### src/rtl/alu_seq_pkg.sv
// alu_seq_pkg: shared state encoding, opcode constants and IR field positions for the ALU sequencer
package alu_seq_pkg;
    typedef enum logic [2:0] {S_IDLE, S_T0, S_T1, S_T2, S_T3, S_T4, S_T5, S_T6} state_t;
    typedef enum logic [1:0] {CLS_BIN, CLS_UNARY, CLS_MULDIV, CLS_ILLEGAL} op_class_t;
    localparam int OP_MSB = 31;
    localparam int OP_LSB = 27;
    localparam int RA_MSB = 26;
    localparam int RA_LSB = 23;
    localparam int RB_MSB = 22;
    localparam int RB_LSB = 19;
    localparam int RC_MSB = 18;
    localparam int RC_LSB = 15;
    localparam logic [4:0] OP_ADD  = 5'b00011;
    localparam logic [4:0] OP_SUB  = 5'b00100;
    localparam logic [4:0] OP_AND  = 5'b00101;
    localparam logic [4:0] OP_OR   = 5'b00110;
    localparam logic [4:0] OP_ROR  = 5'b00111;
    localparam logic [4:0] OP_ROL  = 5'b01000;
    localparam logic [4:0] OP_SHR  = 5'b01001;
    localparam logic [4:0] OP_SHRA = 5'b01010;
    localparam logic [4:0] OP_SHL  = 5'b01011;
    localparam logic [4:0] OP_MUL  = 5'b01111;
    localparam logic [4:0] OP_DIV  = 5'b10000;
    localparam logic [4:0] OP_NEG  = 5'b10001;
    localparam logic [4:0] OP_NOT  = 5'b10010;
    function automatic logic [15:0] reg_sel(input logic [3:0] r);
        reg_sel = 16'h0001 << r;
    endfunction
endpackage

### src/rtl/alu_op_decode.sv
// alu_op_decode: classifies an opcode as binary, unary, two-result (MUL/DIV) or illegal
module alu_op_decode
    import alu_seq_pkg::*;
(
    input  logic [4:0] opcode_i,
    output op_class_t  op_class_o
);
    // pure lookup from opcode to execution class
    always_comb begin
        case (opcode_i)
            OP_ADD, OP_SUB, OP_AND, OP_OR, OP_ROR, OP_ROL,
            OP_SHR, OP_SHRA, OP_SHL: op_class_o = CLS_BIN;
            OP_MUL, OP_DIV:          op_class_o = CLS_MULDIV;
            OP_NEG, OP_NOT:          op_class_o = CLS_UNARY;
            default:                 op_class_o = CLS_ILLEGAL;
        endcase
    end
endmodule

### src/rtl/alu_op_sequencer.sv
// alu_op_sequencer: Moore control FSM fetching and executing one ALU instruction per start request
module alu_op_sequencer
    import alu_seq_pkg::*;
#(
    parameter int OPW = 5
) (
    input  logic           clk,
    input  logic           Clear,
    input  logic           start,
    input  logic           mem_ready,
    input  logic [31:0]    IR,
    output logic           busy,
    output logic           done,
    output logic           illegal,
    output logic           PCout,
    output logic           MARin,
    output logic           IncPC,
    output logic           Zin,
    output logic           PCin,
    output logic           Read,
    output logic           MDRin,
    output logic           MDRout,
    output logic           IRin,
    output logic           Yin,
    output logic           Zlowout,
    output logic           Zhiout,
    output logic           LOin,
    output logic           HIin,
    output logic [15:0]    Rout,
    output logic [15:0]    Rin,
    output logic [OPW-1:0] IRout
);
    state_t    state_q, state_d;
    op_class_t op_class;
    logic [4:0] ir_op;
    logic [3:0] ir_ra, ir_rb, ir_rc;
    logic       ir_unused;

    assign ir_op     = IR[OP_MSB:OP_LSB];
    assign ir_ra     = IR[RA_MSB:RA_LSB];
    assign ir_rb     = IR[RB_MSB:RB_LSB];
    assign ir_rc     = IR[RC_MSB:RC_LSB];
    assign ir_unused = ^IR[RC_LSB-1:0];

    alu_op_decode u_decode (
        .opcode_i   (ir_op),
        .op_class_o (op_class)
    );

    // state register; Clear drops straight back to IDLE from anywhere
    always_ff @(posedge clk or negedge Clear) begin
        if (!Clear) state_q <= S_IDLE;
        else        state_q <= state_d;
    end

    // next state and strobes, decoded from the current state and IR only
    always_comb begin
        state_d = state_q;
        busy    = state_q != S_IDLE;
        done    = 1'b0;
        illegal = 1'b0;
        PCout   = 1'b0;
        MARin   = 1'b0;
        IncPC   = 1'b0;
        Zin     = 1'b0;
        PCin    = 1'b0;
        Read    = 1'b0;
        MDRin   = 1'b0;
        MDRout  = 1'b0;
        IRin    = 1'b0;
        Yin     = 1'b0;
        Zlowout = 1'b0;
        Zhiout  = 1'b0;
        LOin    = 1'b0;
        HIin    = 1'b0;
        Rout    = '0;
        Rin     = '0;
        IRout   = '0;
        case (state_q)
            S_IDLE: state_d = start ? S_T0 : S_IDLE;
            S_T0: begin
                {PCout, MARin, IncPC, Zin} = 4'b1111;
                state_d = S_T1;
            end
            S_T1: begin
                {Zlowout, PCin, Read, MDRin} = 4'b1111;
                state_d = mem_ready ? S_T2 : S_T1;
            end
            S_T2: begin
                {MDRout, IRin} = 2'b11;
                state_d = S_T3;
            end
            S_T3: begin
                illegal = op_class == CLS_ILLEGAL;
                Yin     = op_class == CLS_BIN || op_class == CLS_MULDIV;
                Rout    = Yin ? reg_sel(ir_rb) : '0;
                state_d = illegal ? S_IDLE : S_T4;
            end
            S_T4: begin
                IRout   = OPW'(ir_op);
                Zin     = 1'b1;
                Rout    = reg_sel(op_class == CLS_UNARY ? ir_rb : ir_rc);
                state_d = S_T5;
            end
            S_T5: begin
                Zlowout = 1'b1;
                LOin    = op_class == CLS_MULDIV;
                done    = !LOin;
                Rin     = LOin ? '0 : reg_sel(ir_ra);
                state_d = LOin ? S_T6 : S_IDLE;
            end
            S_T6: begin
                {Zhiout, HIin, done} = 3'b111;
                state_d = S_IDLE;
            end
            default: state_d = S_IDLE;
        endcase
    end
endmodule

### config.mk
export PLATFORM = sky130hd
export DESIGN_NAME = alu_op_sequencer
export DESIGN_NICKNAME = d
export VERILOG_FILES = /design/src/rtl/alu_seq_pkg.sv /design/src/rtl/alu_op_decode.sv /design/src/rtl/alu_op_sequencer.sv
export SDC_FILE = /design/constraint.sdc
export NUM_CORES = 1
export LEC_CHECK = 0
export CAP_MARGIN = 30
export CORE_UTILIZATION = 31
export DETAILED_ROUTE_END_ITERATION = 10
export PLACE_DENSITY = 0.86
export SYNTH_ARGS = -nofsm -noshare
export SYNTH_HDL_FRONTEND = slang
export SYNTH_SLANG_ARGS = --single-unit
### constraint.sdc
create_clock -name clk -period 3.3 [get_ports clk]
set_input_delay 0.66 -clock clk [delete_from_list [all_inputs] [get_ports clk]]
set_output_delay 0.66 -clock clk [all_outputs]
set_load 0.01 [all_outputs]
Word level (Yosys, flattened, before mapping)
Memories as Yosys holds them, arrays and structs flattened.
Cells that the tools add are included.
- bits in registers: 3
- ROM bits: 64
- input port bits: 36
- output and inout bits: 54
- logic and storage cells: 43
- memories kept: 1
- memory list (memory ; depth ; width ; read ports ; clocked after Yosys merged registers in ; write ports ; line ; RTL):
    (name not given) ; 32 ; 2 ; 1 ; 0 ; 0 ; alu_op_decode.sv:10 ; case (opcode_i)
- equal/unequal tests: 10
- shift-type cells: 3
- muxes and demuxes: 21
- reductions and logical operators: 7
- operator list (cell ; number):
    16-bit two-way mux ; 3
    1-bit by 4-bit << shifter with 16-bit output (first input constant) ; 3
    16-bit one-hot mux with 2 select lines ; 1
    3-bit one-hot mux with 8 select lines ; 1
    3-bit equality test (second input constant) ; 4
    1-bit two-way mux ; 11
    3-bit by 2-bit equality test with 1-bit output (second input constant) ; 2
    3-bit two-way mux ; 2
    5-bit two-way mux ; 1
    2-bit equality test (second input constant) ; 2
    4-bit two-way mux ; 1
    2-bit OR reduction ; 2
    3-bit by 1-bit equality test with 1-bit output (second input constant) ; 1
    3-bit logical NOT ; 1
    3-bit nonzero test ; 1
    2-bit by 1-bit equality test with 1-bit output (second input constant) ; 1
    2-bit logical NOT ; 1
    1-bit one-hot mux with 2 select lines ; 1
    1-bit logical NOT ; 1
    1-bit logical OR ; 1

Depth between registers and ports, before layout
An unclocked memory read counts as a cell.
- depth in word-level cells: 5
- mapped depth: 8
- mapped depth without buffers: 7

Modules after synthesis
A second synthesis with hierarchy kept.
- cells, all modules: 144
- area, all modules: 945.9 um2
- modules (own cells, without submodules) (module ; times used ; cells an instance ; area an instance (um2) ; seq. area each (um2)):
    alu_op_sequencer ; 1 ; 130 ; 854.6 ; 75.1
    alu_op_decode ; 1 ; 14 ; 91.3 ; 0.0

Worst setup path before layout
No wires, ideal clock.
- path kind: input to output
- from: in IR[27]
- to: out Rout[12]
- arrival: 2.186 ns
- required time: 2.640 ns
- path slack: 0.454 ns
- stages: 7
- buffers on the path: 1
- path through: inv_1 > ha_1 > or4b_4 > nor2_2 > nor2_2 > buf_6 > o32ai_1
- word-level cells in the longest chain between the ends: 5
- elaborated cells on any way between the ends: 9
- classes of those cells: eq/ne: 2; shift: 1; mux: 3; reduce/logical: 2; memory: 1
- ends and longest elaborated chain (element ; line ; RTL):
    start, declared ; alu_op_sequencer.sv:11 ; input logic [31:0] IR,
    memory read 32 x 2 bit (*) ; - ;
    2-bit by 1-bit equality test with 1-bit output, or another cell as far along ; alu_op_sequencer.sv:102 ; Rout = reg_sel(op_class == CLS_UNARY ? ir_rb : ir_rc);
    4-bit two-way mux / 1-bit logical OR (equally long branches) ; alu_op_sequencer.sv:102, alu_op_sequencer.sv:95 ;
    1-bit by 4-bit << shifter with 16-bit output / 16-bit two-way mux (equally long branches) ; alu_seq_pkg.sv:27, alu_op_sequencer.sv:96 ;
    16-bit one-hot mux with 2 select lines (*) ; alu_op_sequencer.sv:79 ; case (state_q)
    end, declared ; alu_op_sequencer.sv:29 ; output logic [15:0] Rout,
Mark *: on every way between the ends. The rest lies on a longest branch, timed or not.

Worst setup path after layout
- from: in IR[30]
- to: out Rout[5]
Same word-level chain as after synthesis.

==> run metrics <==
Register Area 75.07 sq um; DR DRC count 0; initial antenna violation count 0; Max-Slew Margin vs Limit 72.61%; largest register by flop count state_q; die area 2979 sq um; first-pass GRT wire length 5.099 mm; static leakage 0.7950 nW; Layout Utilization 70.40%; clk sinks 3; Core ar. 2545 sq um; Synth Flop Type dfrtp_1; I/O pin cnt 90; R2R Setup Slk 1960 ps; # rows 18; GRT Resource Usage Total 23.39%; Critical Path Fanout Max 7; clk_skew 4.758 ps; WL/cell 14.14 um; cells taking the most area after synthesis o32ai_1 11%, nor2_1 9.2%, dfrtp_1 8.8%, nand2_1 7.0%, nand2b_1 5.8%; die width 54.58 um; Least-Margin Pin Slew 410.9 ps; Post-synth EDFFs 0; total routed wirelength 3.606 mm; Mapped Area 857.1 sq um; Seq/Total Area, Yosys 8.759%; Syn-to-layout area delta 109.1%; placed cell area 1668 sq um; Max VDD drop 0.3577 mV; total placed cells including tap cells 240; nets 264; Final Hold Fails 0; max reg flops 3; Worst Path Arrival 2600 ps; Worst-Skew Late Latency 240 ps; Mapped Cells 132; post-synth top area cell o32ai_1; fillers 213; crit path from IR[30]; syn avg cell area 6.493 sq um; status finished, final reports clean; initial DRC count 31; I/O Buffers 74; Worst Path Required 2640 ps; n_diodes 0; final instance area 1792 sq um; number of setup violations in the final report 0; CTS Buffer Depth 2; TritonCTS clock tree built; hpwl dp 2.682 mm; Reg-to-Reg Start state_q[1]$_DFF_PN0_; Syn Nets 170; global route overflow 0; HP Class primary input to async pin; CP endpoint kind output pin; Yosys cell types 37; drt first pass iters 4; via count 1355; P per Cell Area 345.0 nW/um^2; remaining antenna violation count after routing 0; H-tree depth 1; vias in the first global route 1211; Reg2Reg Depth 4; yosys warns 0; average vias per placed instance 5.314; initial core utilization 33.68%; final std cells w/o fill 255; share of cells above drive strength 1 30.67%; Startpoint Class primary input; TritonCTS buffer count 3; multi-input logic area 787.0 sq um; clk slew on worst S/H paths 40 ps; Achievable Freq 307.0 MHz; largest net degree at the start of global routing 17; Vert. Die Dim 54.58 um; FF+latch count, synth 3; Top Registers state_q (3); async set or reset register ratio after synthesis 100.0%; Synth top area share 11.24%; maxcap violations 0; Tmin final 3258 ps; WHS 605.8 ps; Final Max Slew Viols 0; clock tree root buffer cell clkbuf_4; gpl congestion 0.7807; Tcrit/Tclk final 98.72%; critical path class primary input to output pin
==> area by class of cell <==
type                            count  share of cell area (%)
Sequential cell                     3                   4.190
Inverter                            5                   1.047
Tap cell                           30                   2.095
Clock buffer                        4                   1.466
Multi-Input combinational cell    116                   43.92
Timing Repair Buffer               97                   47.28
==> kinds of logic (layout without fill, tap and decap cells) <==
group / after synthesis / count (layout) / synth area share [%]
simple gates: 86 / 87 / 54.60
compound gates: 27 / 27 / 23.94
buf+inv: 14 / 106 / 9.780
flops: 3 / 3 / 8.759
fa+ha+maj: 2 / 2 / 2.919
==> final timing paths <==
kind                                        end
min                        state_q[1]$_DFF_PN0_
max                                     Rout[5]
max reg2reg                state_q[0]$_DFF_PN0_
min reg2reg                state_q[1]$_DFF_PN0_
max in group asynchronous  state_q[0]$_DFF_PN0_
min in group clk           state_q[1]$_DFF_PN0_
==> worst max-delay path, stage by stage <==
cell	delay [ps]
clkdlybuf4s50_1	430
nand2b_4	160
or4b_4	520
nor2_4	160
nor2_2	120
o32ai_2	290
clkdlybuf4s15_2	260
==> synthesized netlist by cell type (2+ instances only) <==
cell,n
nor2_1,21
nand2_1,16
o32ai_1,11
nand2b_1,8
or2_2,7
buf_4,6
nor3_1,6
or2b_1,6
a21oi_1,5
inv_1,5
o22ai_1,4
and3_1,3
dfrtp_1,3
nand3b_1,3
and2_1,2
ha_1,2
nand4b_1,2
nor2_2,2
nor2b_1,2
==> layer usage <==
metal,share of wire (%),GRT usage [%]
met1,37,24.63
met2,55,47.99
met3,6.5,1.944
met4,0.92,5.556
met5,0,0
==> power breakdown <==
part	leakage, nW	internal (mW)	switching [mW]	total [mW]
logic	0.742	0.244	0.209	0.452
registers	0.0383	0.0550	0.0437	0.0987
clock network	0.0150	0.0455	0.0216	0.0670
==> per-stage QoR <==
stage,setup slack (ps),TNS [ps],power [mW]
floorplan,454.3,0,0.3283
finish,42.23,0,0.6181
CTS,-5.931,-18.04,0.6112
global placement,-487.3,-12790,0.5213
detailed placement,-527.8,-13210,0.5336
global route,-1.441,-1.441,0.6651
==> layout by cell type, fill, tap and decap left out, types with 6 or more instances in the layout <==
| master | synthesis | routed |
|---|---|---|
| nand2_1 | 16 | 15 |
| nor3_1 | 6 | 6 |
| nand2b_1 | 8 | 7 |
| dlygate4sd2_1 | 0 | 15 |
| clkdlybuf4s50_1 | 0 | 37 |
| o32ai_2 | 0 | 7 |
| or2_2 | 7 | 7 |
| nor2_1 | 21 | 21 |
| clkbuf_2 | 0 | 10 |
| or2b_1 | 6 | 6 |
| buf_4 | 6 | 22 |
==> what timing repair did <==
| action | in CTS | in global routing |
|---|---|---|
| cloned | 0 | 1 |
| hold buffers | 0 | 0 |
| gates resized for setup | 66 | 30 |
| pin swaps | 1 | 3 |
| buffers inserted | 7 | 3 |
| setup endpoints to repair | 35 | 22 |
Power figures use the tool's default switching activity.
